### config.mk
export PLATFORM = sky130hd
export DESIGN_NAME = serial_byte_tx
export DESIGN_NICKNAME = d
export VERILOG_FILES = /design/src/rtl/serial_pkg.sv /design/src/rtl/serial_bit_timer.sv /design/src/rtl/serial_byte_tx.sv
export SDC_FILE = /design/constraint.sdc
export NUM_CORES = 1
export LEC_CHECK = 0
export ABC_AREA = 1
export BUFFER_PORTS_ARGS = -buffer_cell sky130_fd_sc_hd__buf_4
export CAP_MARGIN = 30
export CORE_AREA = 4 4 50 52
export CTS_BUF_LIST = sky130_fd_sc_hd__clkbuf_16
export CTS_CLUSTER_SIZE = 12
export DETAILED_ROUTE_END_ITERATION = 16
export DIE_AREA = 0 0 54 56
export PLACE_DENSITY = 0.86
export SYNTH_ARGS = -nofsm -noshare
export SYNTH_HDL_FRONTEND = slang
export SYNTH_HIERARCHICAL = 1
export SYNTH_SLANG_ARGS = --single-unit
### constraint.sdc
create_clock -name clk -period 2.2 [get_ports clk]
set_clock_uncertainty 0.05 [all_clocks]
set_input_delay 0.22 -clock clk [delete_from_list [all_inputs] [get_ports clk]]
set_output_delay 0.22 -clock clk [all_outputs]
set_load 0.02 [all_outputs]
### src/rtl/serial_pkg.sv
// Shared definitions for the serial byte transmitter and its matching receiver.
//   tx_state_e : transmitter frame states
//   DATA_BITS  : payload bits per frame
//   LINE_IDLE  : line level when no frame is on the wire (also the stop level)
//   START_LVL  : line level of the start bit
//   odd_parity : parity bit that makes the total count of ones odd
package serial_pkg;

    typedef enum logic [2:0] {
        IDLE,
        START,
        DATA,
        PARITY,
        STOP
    } tx_state_e;

    localparam int   DATA_BITS = 8;
    localparam logic LINE_IDLE = 1'b1;
    localparam logic START_LVL = 1'b0;

    function automatic logic odd_parity(input logic [DATA_BITS-1:0] b);
        return ~^b;
    endfunction

endpackage

### src/rtl/serial_bit_timer.sv
// Bit-period counter for the serial transmitter.
//   clk       : clock, all logic on posedge
//   reset     : synchronous, active-high
//   clear     : force the count back to zero
//   enable    : advance the count this cycle
//   last_tick : high in the final cycle of the current bit period
module serial_bit_timer #(
    parameter int CLKS_PER_BIT = 1
) (
    input  logic clk,
    input  logic reset,
    input  logic clear,
    input  logic enable,
    output logic last_tick
);

    localparam int CW = (CLKS_PER_BIT > 1) ? $clog2(CLKS_PER_BIT) : 1;
    localparam logic [CW-1:0] LAST = CW'(CLKS_PER_BIT - 1);

    logic [CW-1:0] cnt_q;
    logic [CW-1:0] cnt_d;

    // The count wraps at LAST, so it never exceeds CLKS_PER_BIT-1.
    always_comb begin
        cnt_d = cnt_q;
        if (clear) begin
            cnt_d = '0;
        end else if (enable) begin
            cnt_d = (cnt_q == LAST) ? '0 : cnt_q + 1'b1;
        end
    end

    assign last_tick = enable && (cnt_q == LAST);

    always_ff @(posedge clk) begin
        if (reset) begin
            cnt_q <= '0;
        end else begin
            cnt_q <= cnt_d;
        end
    end

endmodule

### src/rtl/serial_byte_tx.sv
// Byte-to-serial transmitter: one byte per valid/ready handshake becomes one
// frame on the line (start 0, 8 data bits LSB first, optional odd parity,
// STOP_BITS stop 1s). Back-to-back bytes are sent with no idle gap.
//   clk      : clock, all logic on posedge
//   reset    : synchronous, active-high; aborts any frame in flight
//   in_valid : in_data holds a byte to send
//   in_data  : byte to send, sampled only on the handshake edge
//   in_ready : a byte can be accepted this cycle
//   out      : registered serial line, idle high
//   busy     : a frame is in progress
//
// state  | meaning
// IDLE   | line idle high, ready for a byte
// START  | start bit (low) for one bit period
// DATA   | eight data bits, LSB first, from the shift register
// PARITY | odd parity of the byte (only when PARITY_EN)
// STOP   | STOP_BITS bit periods high; last cycle may accept the next byte
module serial_byte_tx
    import serial_pkg::*;
#(
    parameter int CLKS_PER_BIT = 1,
    parameter int PARITY_EN    = 0,
    parameter int STOP_BITS    = 1
) (
    input  logic       clk,
    input  logic       reset,
    input  logic       in_valid,
    input  logic [7:0] in_data,
    output logic       in_ready,
    output logic       out,
    output logic       busy
);

    localparam logic [2:0] IDX_LAST  = 3'(DATA_BITS - 1);
    localparam logic       STOP_LAST = 1'(STOP_BITS - 1);

    tx_state_e            state_q, state_d;
    logic [DATA_BITS-1:0] shift_q, shift_d;
    logic                 par_q, par_d;
    logic [2:0]           bit_idx_q, bit_idx_d;
    logic                 stop_idx_q, stop_idx_d;
    logic                 out_q, out_d;

    logic last_tick;
    logic last_stop;
    logic hs;

    // The counter sits at zero in IDLE, so a new frame always starts a fresh
    // bit period; from STOP into START it wraps to zero on its own.
    serial_bit_timer #(
        .CLKS_PER_BIT(CLKS_PER_BIT)
    ) u_timer (
        .clk       (clk),
        .reset     (reset),
        .clear     (state_q == IDLE),
        .enable    (state_q != IDLE),
        .last_tick (last_tick)
    );

    assign last_stop = (state_q == STOP) && last_tick && (stop_idx_q == STOP_LAST);
    assign in_ready  = (state_q == IDLE) || last_stop;
    assign hs        = in_valid && in_ready;

    always_comb begin
        state_d    = state_q;
        shift_d    = shift_q;
        par_d      = par_q;
        bit_idx_d  = bit_idx_q;
        stop_idx_d = stop_idx_q;

        case (state_q)
            IDLE: begin
                if (hs) begin
                    state_d = START;
                    shift_d = in_data;
                    par_d   = odd_parity(in_data);
                end
            end
            START: begin
                if (last_tick) begin
                    state_d   = DATA;
                    bit_idx_d = '0;
                end
            end
            DATA: begin
                if (last_tick) begin
                    shift_d = shift_q >> 1;
                    if (bit_idx_q == IDX_LAST) begin
                        state_d    = (PARITY_EN != 0) ? PARITY : STOP;
                        stop_idx_d = 1'b0;
                    end else begin
                        bit_idx_d = bit_idx_q + 1'b1;
                    end
                end
            end
            PARITY: begin
                if (last_tick) begin
                    state_d    = STOP;
                    stop_idx_d = 1'b0;
                end
            end
            STOP: begin
                if (last_tick) begin
                    if (stop_idx_q == STOP_LAST) begin
                        if (hs) begin
                            state_d = START;
                            shift_d = in_data;
                            par_d   = odd_parity(in_data);
                        end else begin
                            state_d = IDLE;
                        end
                    end else begin
                        stop_idx_d = stop_idx_q + 1'b1;
                    end
                end
            end
            default: state_d = IDLE;
        endcase

        // Line level follows the state being entered, so out is registered
        // and a handshake shows the start bit one cycle later.
        case (state_d)
            START:   out_d = START_LVL;
            DATA:    out_d = shift_d[0];
            PARITY:  out_d = par_d;
            default: out_d = LINE_IDLE;
        endcase
    end

    always_ff @(posedge clk) begin
        if (reset) begin
            state_q    <= IDLE;
            shift_q    <= '0;
            par_q      <= 1'b0;
            bit_idx_q  <= '0;
            stop_idx_q <= 1'b0;
            out_q      <= LINE_IDLE;
        end else begin
            state_q    <= state_d;
            shift_q    <= shift_d;
            par_q      <= par_d;
            bit_idx_q  <= bit_idx_d;
            stop_idx_q <= stop_idx_d;
            out_q      <= out_d;
        end
    end

    assign out  = out_q;
    assign busy = (state_q != IDLE);

endmodule

==> results.py, run 1 <==
metrics = {
    "run_status": {
        "outcome": "complete, no violations",
    },
    "detailed_routing": {
        "route.detailed.wl_per_inst_um": 12.16,
        "dr.pass1.iters": 5,
        "drc": 0,
        "vias_per_cell": 5.312,
        "drtAntennaViolNets": 0,
        "vias": 1158,
        "wl_um": 2650,
        "drtIter0Drc": 39,
    },
    "die": {
        "row_count": 17,
        "die_h_um": 56,
        "ios": 14,
        "initial_utilization_pct": 51.75,
        "coreArea_um2": 2106,
        "fp.dieW_um": 54,
        "fp.dieArea_um2": 3024,
    },
    "global_route": {
        "grt_max_degree": 10,
        "grt_pass1_wl_um": 4291,
        "overflow": 0,
        "antenna_found_initial": 0,
        "grtUsageTotal_pct": 18.90,
        "grt_pass1_vias": 1033,
    },
    "setup_path": {
        "critPathSlowestCell": "dfxtp_1",
        "reg2reg_depth": 11,
        "start_kind": "flip-flop",
        "r2r-start": "state_q[1]",
        "worstPathRequired_ps": 1930,
        "cp-end-kind": "primary output",
        "path_max_fanout": 8,
        "path_cells": "nor2_4 > inv_2 > nor2_2 > inv_1 > inv_2 > nand2_2 > nand2_2 > inv_1 > buf_4",
        "cp_top_family": "buffers and inverters",
        "max_stage_delay_ps": 380,
        "path_class": "reg -> out",
        "worst-path-buf-inv": 5,
        "path_depth": 9,
        "crit_arrival_ps": 1810,
        "crit_start": "state_q[1]",
    },
    "clock_network": {
        "cts_tree": "done",
        "clock_path_buffers": 2,
        "cts_hold_buffers": 0,
        "h-tree-depth": 1,
        "cts_root_buf": "clkbuf_16",
        "clk_latency_ps": 250,
        "numCtsBuffers": 3,
        "clkSlewWorstSetupHoldPaths_ps": 50,
        "cts_sinks": 16,
    },
    "layout": {
        "area.growth.synth_to_final_pct": 18.94,
        "nNetsFinal": 204,
        "drive_above_1_share_pct": 20.53,
        "num_antenna_cells": 0,
        "nFillCells": 185,
        "final_cell_mix": "nand2_1 (50), inv_1 (25), a21oi_1 (16), dfxtp_1 (16), buf_4 (15)",
        "layout_commonest_cell": "nand2_1",
        "seq_area_um2": 320.3,
        "multiInputGateArea_um2": 623.1,
    },
    "synthesis": {
        "synth.yosys.seq_area_share_pct": 29.39,
        "syn_nets": 187,
        "yosysUniqueCellTypes": 29,
        "ys_warn_count": 6,
        "avgSynthCellArea_um2": 6.263,
        "synth_area_um2": 1090,
        "ys_ff_latch": 16,
        "syn_inst": 174,
    },
    "sta": {
        "finalHoldViolations": 0,
        "worst_slack_ps": 117.8,
        "worst_slew_pin_slew_ps": 275.8,
        "maxSlewHeadroom_pct": 81.59,
        "drv_slew": 0,
        "holdWs_ps": 141.0,
        "fmax_mhz": 480.3,
        "fin_crit_ps": 2082,
        "min_period_over_period_pct": 94.64,
        "setup_viol": 0,
    },
    "power_and_ir_drop": {
        "finalPower_mw": 1.012,
        "ir_drop_v": 0.0006232,
        "leakage_nw": 0.6984,
        "power_density_nw_per_um2": 780.5,
    },
    "place": {
        "gp_congestion": 1.053,
        "dp_slack_ps": 322.0,
        "dp_hpwl_um": 1991,
        "port_buffers": 13,
    },
    "worst_hold_path": {
        "min_path_cells": 2,
        "hold_class": "in -> reg",
        "min-delay-start": "reset",
    },
    "job": {
        "cap_violations": 0,
    },
}
## cell families after synthesis
| logic type | Yosys count | synth area share [%] |
|---|---|---|
| compound gates | 34 | 18.03 |
| fa+ha+maj | 2 | 2.296 |
| simple gates | 86 | 36.63 |
| flops | 16 | 29.39 |
| buf+inv | 36 | 13.66 |
## state kept, by name, indices dropped and copies added, names as in the netlist
| register | count |
|---|---|
| bit_idx_q | 3 |
| par_q | 1 |
| out | 1 |
| state_q | 3 |
| shift_q | 8 |
## metrics by stage
stage | cell area [um^2] | instances | TNS, ps | utilization, %
4_1_cts | 1279 | 216 | 0 | 60.72
3_3_place_gp | 1200 | 212 | 0 | 56.98
5_1_grt | 1296 | 218 | -1.761 | 61.56
2_1_floorplan | 1090 | 174 | 0 | -
3_5_place_dp | 1200 | 212 | 0 | 56.98
6_report | 1296 | 218 | 0 | 61.56
## worst register-to-register path: stages, from the launching register on
cell,delay [ps]
dfxtp_1,380
nor2_4,210
inv_2,60
nor2_2,120
inv_1,140
inv_2,170
nand2_2,120
nand3_2,110
inv_2,80
or2_1,240
nand3_1,120
nand3_2,80
## Yosys cell counts
| cell | number | area [um^2] |
|---|---|---|
| clkinv_1 | 1 | 3.750 |
| ha_1 | 2 | 25.02 |
| o21bai_1 | 1 | 7.510 |
| nand3_4 | 1 | 17.52 |
| nand2_2 | 6 | 37.54 |
| o211a_1 | 1 | 10.01 |
| nor2_4 | 2 | 22.52 |
| o21ai_1 | 5 | 25.02 |
| nand4_1 | 2 | 12.51 |
| inv_4 | 1 | 6.260 |
| o221a_1 | 1 | 11.26 |
| or2_1 | 1 | 6.260 |
| buf_4 | 1 | 7.510 |
| a21oi_1 | 16 | 80.08 |
| or2_0 | 1 | 6.260 |
| inv_2 | 6 | 22.52 |
| inv_1 | 25 | 93.84 |
| clkdlybuf4s25_2 | 1 | 10.01 |
| nor2_2 | 2 | 12.51 |
| dfxtp_1 | 16 | 320.3 |
| nand3_2 | 2 | 20.02 |
| nand3_1 | 4 | 20.02 |
| o211ai_1 | 1 | 7.510 |
| nand2_1 | 51 | 191.4 |
| o22ai_1 | 5 | 31.28 |
| o221ai_1 | 1 | 8.760 |
| o21ai_0 | 3 | 15.01 |
| buf_2 | 1 | 5.000 |
| nor2_1 | 14 | 52.55 |
## layer usage
layer  global-route usage, %  vias up  share of wire, %
met2                   30.28       45                49
met1                   23.45      523                43
li1                        -      583                 -
met4                   9.609        0               2.0
met3                   3.217        7               6.0
met5                       0        -                 0
## worst paths after layout
path | endpoint | slack, ps
worst max-delay path | in_ready | 120
worst min-delay path | shift_q[0] | 140
worst max register to register | out | 200
worst min register to register | shift_q[2] | 430
## power breakdown
part | leakage, nW | switching [mW] | internal, mW
sequential | 0.132 | 0.0246 | 0.327
combinational | 0.528 | 0.189 | 0.115
clock | 0.0385 | 0.114 | 0.241
total | 0.698 | 0.328 | 0.684
## layout make-up
class	count	area share, %
Multi-Input combinational cell	122	48.07
Clock inverter	1	0.2896
Inverter	33	9.749
Timing Repair Buffer	15	8.687
Sequential cell	16	24.71
Clock buffer	3	5.792
Tap cell	28	2.703
## what timing repair did
item	in CTS	in global routing
setup endpoints to repair	0	1
buffers inserted	0	2
resized for setup	0	1
hold endpoints to repair	0	0
No activity file was read; power rests on OpenSTA's default activity.
==> run 2, diff against run 1 <==
Settings changed: ABC_AREA 1 to default, PLACE_DENSITY 0.86 to 0.85.
==> results.py, run 2 <==
metrics = {
    "die": {
        "die_h_um": 56,
        "initial_utilization_pct": 50.80,
        "coreArea_um2": 2106,
        "fp.dieArea_um2": 3024,
        "fp.dieW_um": 54,
        "ios": 14,
        "row_count": 17,
    },
    "clock_network": {
        "cts_resized": 0,
        "cts_sinks": 16,
        "clk_latency_ps": 250,
        "clkSlewWorstSetupHoldPaths_ps": 50,
        "numCtsBuffers": 3,
        "postCtsSetupBuffers": 0,
        "h-tree-depth": 1,
        "cts_root_buf": "clkbuf_16",
        "clock_path_buffers": 2,
        "cts_hold_buffers": 0,
        "cts_tree": "done",
    },
    "global_route": {
        "use_met3_pct": 6.702,
        "overflow": 0,
        "grt_pass1_wl_um": 4195,
        "busiest_layer": "met2",
        "grt_max_degree": 21,
        "grt_pass1_vias": 970,
        "met1_usage_pct": 23.30,
        "grtUsageTotal_pct": 18.60,
        "met2_usage_pct": 29.24,
        "antenna_found_initial": 0,
    },
    "setup_path": {
        "crit_arrival_ps": 1830,
        "path_class": "reg -> out",
        "worstPathRequired_ps": 1930,
        "path_common_cell": "buf_4",
        "cp-end-kind": "primary output",
        "cp_top_family": "simple AND/OR/NAND/NOR gates",
        "path_max_fanout": 13,
        "path_cells": "or3_4 > nor2b_1 > buf_4 > nor2_1 > buf_4",
        "start_kind": "flip-flop",
        "max_stage_delay_ps": 440,
        "critPathSlowestCell": "or3_4",
        "worst-path-buf-inv": 2,
    },
    "layout": {
        "num_antenna_cells": 0,
        "drive_above_1_share_pct": 20.00,
        "nNetsFinal": 155,
        "area.growth.synth_to_final_pct": 17.19,
        "final_cell_mix": "buf_4 (17), dfxtp_1 (16), nor2_1 (11)",
        "layout_commonest_cell": "buf_4",
        "largest_register": "shift_q",
        "multiInputGateArea_um2": 661.9,
        "seq_area_um2": 320.3,
        "nFillCells": 182,
        "utilization_pct": 59.54,
        "largest_reg_flops": 8,
        "top_regs": "shift_q x8, bit_idx_q x3, state_q x3",
    },
    "sta": {
        "fin_crit_ps": 2103,
        "maxSlewHeadroom_pct": 69.26,
        "fin_setup_tns_ps": 0,
        "finalHoldViolations": 0,
        "rsz0062_at_grt": "no",
        "drv_slew": 0,
        "min_period_over_period_pct": 95.57,
        "setup_viol": 0,
        "worst_slew_pin_slew_ps": 461.1,
        "fmax_mhz": 475.6,
    },
    "power_and_ir_drop": {
        "power_density_nw_per_um2": 747.7,
        "power.switching_uw": 265.6,
        "pwr-share-clk_pct": 37.3,
        "pwr-share-comb_pct": 26.5,
        "internal_power_uw": 671.8,
        "ir_drop_v": 0.0003896,
        "leakage_nw": 0.5000,
        "seq_power_share_pct": 36.2,
        "switching_share_pct": 28.33,
    },
    "synthesis": {
        "ys_warn_count": 6,
        "syn_inst": 132,
        "avgSynthCellArea_um2": 8.104,
        "synth_area_um2": 1070,
        "syn_nets": 145,
    },
    "run_status": {
        "outcome": "complete, no violations",
    },
    "detailed_routing": {
        "wl_um": 2423,
        "vias_per_cell": 5.726,
        "dr.pass1.iters": 4,
        "drc": 0,
        "drtIter0Drc": 20,
        "drtAntennaViolNets": 0,
        "route.detailed.wl_per_inst_um": 14.42,
        "vias": 962,
    },
    "place": {
        "gp_congestion": 0.9047,
        "port_buffers": 13,
        "dp_hpwl_um": 1781,
    },
    "worst_hold_path": {
        "hold_class": "in -> reg",
    },
    "job": {
        "cap_violations": 0,
    },
}
==> run 2: metal layers <==
metal	up-vias	share of wire (%)
li1	483	-
met1	462	43
met2	13	51
met3	4	4.0
met4	0	1.2
met5	-	0
==> run 2: cell type report <==
class,count,area share (%)
Multi-Input combinational cell,95,52.79
Tap cell,28,2.794
Inverter,9,2.695
Clock buffer,3,5.988
Timing Repair Buffer,17,10.18
Sequential cell,16,25.55
==> run 2: worst paths after layout <==
check | from | end | slack, ps | cells after the start
setup / recovery | state_q[1] | in_ready | 100 | 5
hold / removal | reset | state_q[2] | 230 | 2
setup reg to reg | state_q[1] | shift_q[3] | 230 | 5
hold reg to reg | shift_q[5] | shift_q[5] | 440 | 2
==> run 2: power by group through the flow <==
stage / Combinational, mW / Sequential, mW / Clock (mW)
final: 0.249 / 0.339 / 0.349
after global routing: 0.275 / 0.342 / 0.367
after CTS: 0.248 / 0.339 / 0.353
after detailed placement: 0.245 / 0.344 / 0
after global placement: 0.240 / 0.343 / 0
after floorplan: 0.195 / 0.341 / 0
==> run 2: through the flow <==
step                total power, mW  hold slack [ps]  instance area, um^2  std cells  setup WS (ps)
floorplan                    0.5356            405.8                 1077        132          31.20
global placement             0.5826            425.0                 1179        165          357.6
detailed placement           0.5898            426.4                 1179        165          249.3
CTS                          0.9402            226.0                 1254        168          104.9
global route                 0.9832            259.7                 1254        168          11.30
finish                       0.9374            234.7                 1254        168          97.43
==> run 2: worst register-to-register path, stage by stage, from the launching register on <==
cell,delay [ps]
dfxtp_1,540
or3_4,270
inv_2,60
maj3_2,380
or2_4,280
a221oi_1,290
==> run 3, diff against run 2 <==
Settings changed: CORE_AREA 4 4 50 52 to 4 4 54 56, DIE_AREA 0 0 54 56 to 0 0 58 60, PLACE_DENSITY 0.85 to 0.75.
==> results.py, run 3 (synthesized netlist as in run 2, its figures left out) <==
metrics = {
    "clock_network": {
        "cts_root_buf": "clkbuf_16",
        "h-tree-depth": 1,
        "cts_sinks": 16,
        "clkSlewWorstSetupHoldPaths_ps": 50,
        "cts_hold_buffers": 0,
        "clock_path_buffers": 2,
        "cts_tree": "done",
        "numCtsBuffers": 3,
        "clk_latency_ps": 240,
        "postCtsSetupBuffers": 0,
    },
    "worst_hold_path": {
        "hold_class": "in -> reg",
    },
    "setup_path": {
        "start_kind": "flip-flop",
        "critPathSlowestCell": "or3_4",
        "path_cells": "or3_4 > nor2b_1 > buf_4 > nor2_1 > buf_4",
        "crit_arrival_ps": 1700,
        "max_stage_delay_ps": 480,
        "path_max_fanout": 10,
        "worstPathRequired_ps": 1930,
        "path_class": "reg -> out",
        "cp-end-kind": "primary output",
        "path_common_cell": "buf_4",
    },
    "power_and_ir_drop": {
        "seq_power_share_pct": 36.5,
        "power.switching_uw": 265.7,
        "pwr-share-clk_pct": 37.6,
        "pwr-share-comb_pct": 25.9,
        "ir_drop_v": 0.0003997,
        "switching_share_pct": 28.26,
        "power_density_nw_per_um2": 749.7,
        "leakage_nw": 0.4966,
        "internal_power_uw": 674.3,
        "finalPower_uw": 939.9,
    },
    "global_route": {
        "grt_pass1_wl_um": 4008,
        "antenna_found_initial": 0,
        "grt_max_degree": 18,
        "grtUsageTotal_pct": 14.90,
        "overflow": 0,
        "grt_pass1_vias": 947,
    },
    "layout": {
        "layout_commonest_cell": "buf_4",
        "nFillCells": 233,
        "largest_register": "shift_q",
        "drive_above_1_share_pct": 20.00,
        "seq_area_um2": 321.6,
        "final_cell_mix": "buf_4 (16), dfxtp_1 (15), nor2_1 (11)",
        "nNetsFinal": 154,
        "top_regs": "shift_q x8, bit_idx_q x3, state_q x3",
        "final_area_um2": 1254,
        "largest_reg_flops": 8,
        "multiInputGateArea_um2": 661.9,
        "area.growth.synth_to_final_pct": 17.19,
        "num_antenna_cells": 0,
        "utilization_pct": 51.54,
    },
    "die": {
        "die_h_um": 60,
        "fp.dieW_um": 58,
        "row_count": 18,
        "ios": 14,
        "coreArea_um2": 2432,
        "initial_utilization_pct": 43.98,
        "fp.dieArea_um2": 3480,
    },
    "detailed_routing": {
        "dr.pass1.iters": 4,
        "drtAntennaViolNets": 0,
        "vias_per_cell": 5.747,
        "drtIter0Drc": 30,
        "wl_um": 2269,
        "vias": 977,
        "drc": 0,
        "route.detailed.wl_per_inst_um": 13.35,
    },
    "sta": {
        "fin_setup_tns_ps": 0,
        "finalHoldViolations": 0,
        "maxSlewHeadroom_pct": 69.87,
        "fin_crit_ps": 1974,
        "drv_slew": 0,
        "worst_slew_pin_slew_ps": 452.0,
        "min_period_over_period_pct": 89.75,
        "rsz0062_at_grt": "no",
        "fmax_mhz": 506.5,
        "setup_viol": 0,
    },
    "place": {
        "dp_hpwl_um": 1726,
        "gp_congestion": 0.8184,
        "port_buffers": 13,
        "place_area_um2": 1174,
    },
    "job": {
        "cap_violations": 0,
    },
    "run_status": {
        "outcome": "complete, no violations",
    },
}
-- run 3: cell types whose count changed in the layout (fill, tap and decap cells not counted) --
cell,previous run,this run
dfxtp_2,0,1
dfxtp_1,16,15
clkinv_1,0,1
buf_4,17,16
-- run 3: worst max-delay path: cells and delay by family (launching register included) --
kind	cells	cell delay, ps
DFF	1	380
buffers and inverters	2	370
and+or+nand+nor	3	710
-- run 3: power groups by stage --
stage               combinational, mW  clock [mW]  sequential (mW)
CTS                             0.243       0.363            0.342
floorplan                       0.195           0            0.341
detailed placement              0.241           0            0.348
global route                    0.271       0.374            0.347
global placement                0.239           0            0.347
finish                          0.243       0.353            0.343
-- run 3: what timing repair did --
item / CTS / global route
resized for setup: 0 / 1
endpoints found under the setup margin: 0 / 1
hold endpoints to repair: 0 / 0
-- run 3: worst paths after layout --
kind / from / to / slack [ps] / depth (start not counted)
hold reg to reg: shift_q[7] / shift_q[7] / 440 / 2
hold / removal: reset / state_q[2] / 230 / 2
setup reg to reg: state_q[2] / shift_q[4] / 320 / 6
setup / recovery: state_q[2] / in_ready / 230 / 5
-- run 3: layer usage --
layer	up-vias	global-route usage [%]	part of all wire [%]
met5	-	0	0
met4	0	6.623	1.4
met3	4	4.320	8.4
met2	36	24.52	47
met1	456	17.99	43
li1	481	-	-
-- run 3: per-stage QoR --
step                      worst slack, ps  std cells  hold WS, ps
after CTS                           223.3        170        223.5
after global placement              341.8        166        426.8
after detailed placement            283.0        166        432.4
after global routing                30.26        170        246.9
final                               225.5        170        229.4
after floorplan                     31.20        132        405.8
-- run 3: cell type report --
cell class | instances | area share (%)
multi-input combinational | 95 | 52.79
sequential | 16 | 25.65
timing repair buffer | 16 | 9.581
clock buffer | 3 | 5.988
tap | 30 | 2.994
inverter | 9 | 2.695
clock inverter | 1 | 0.2994
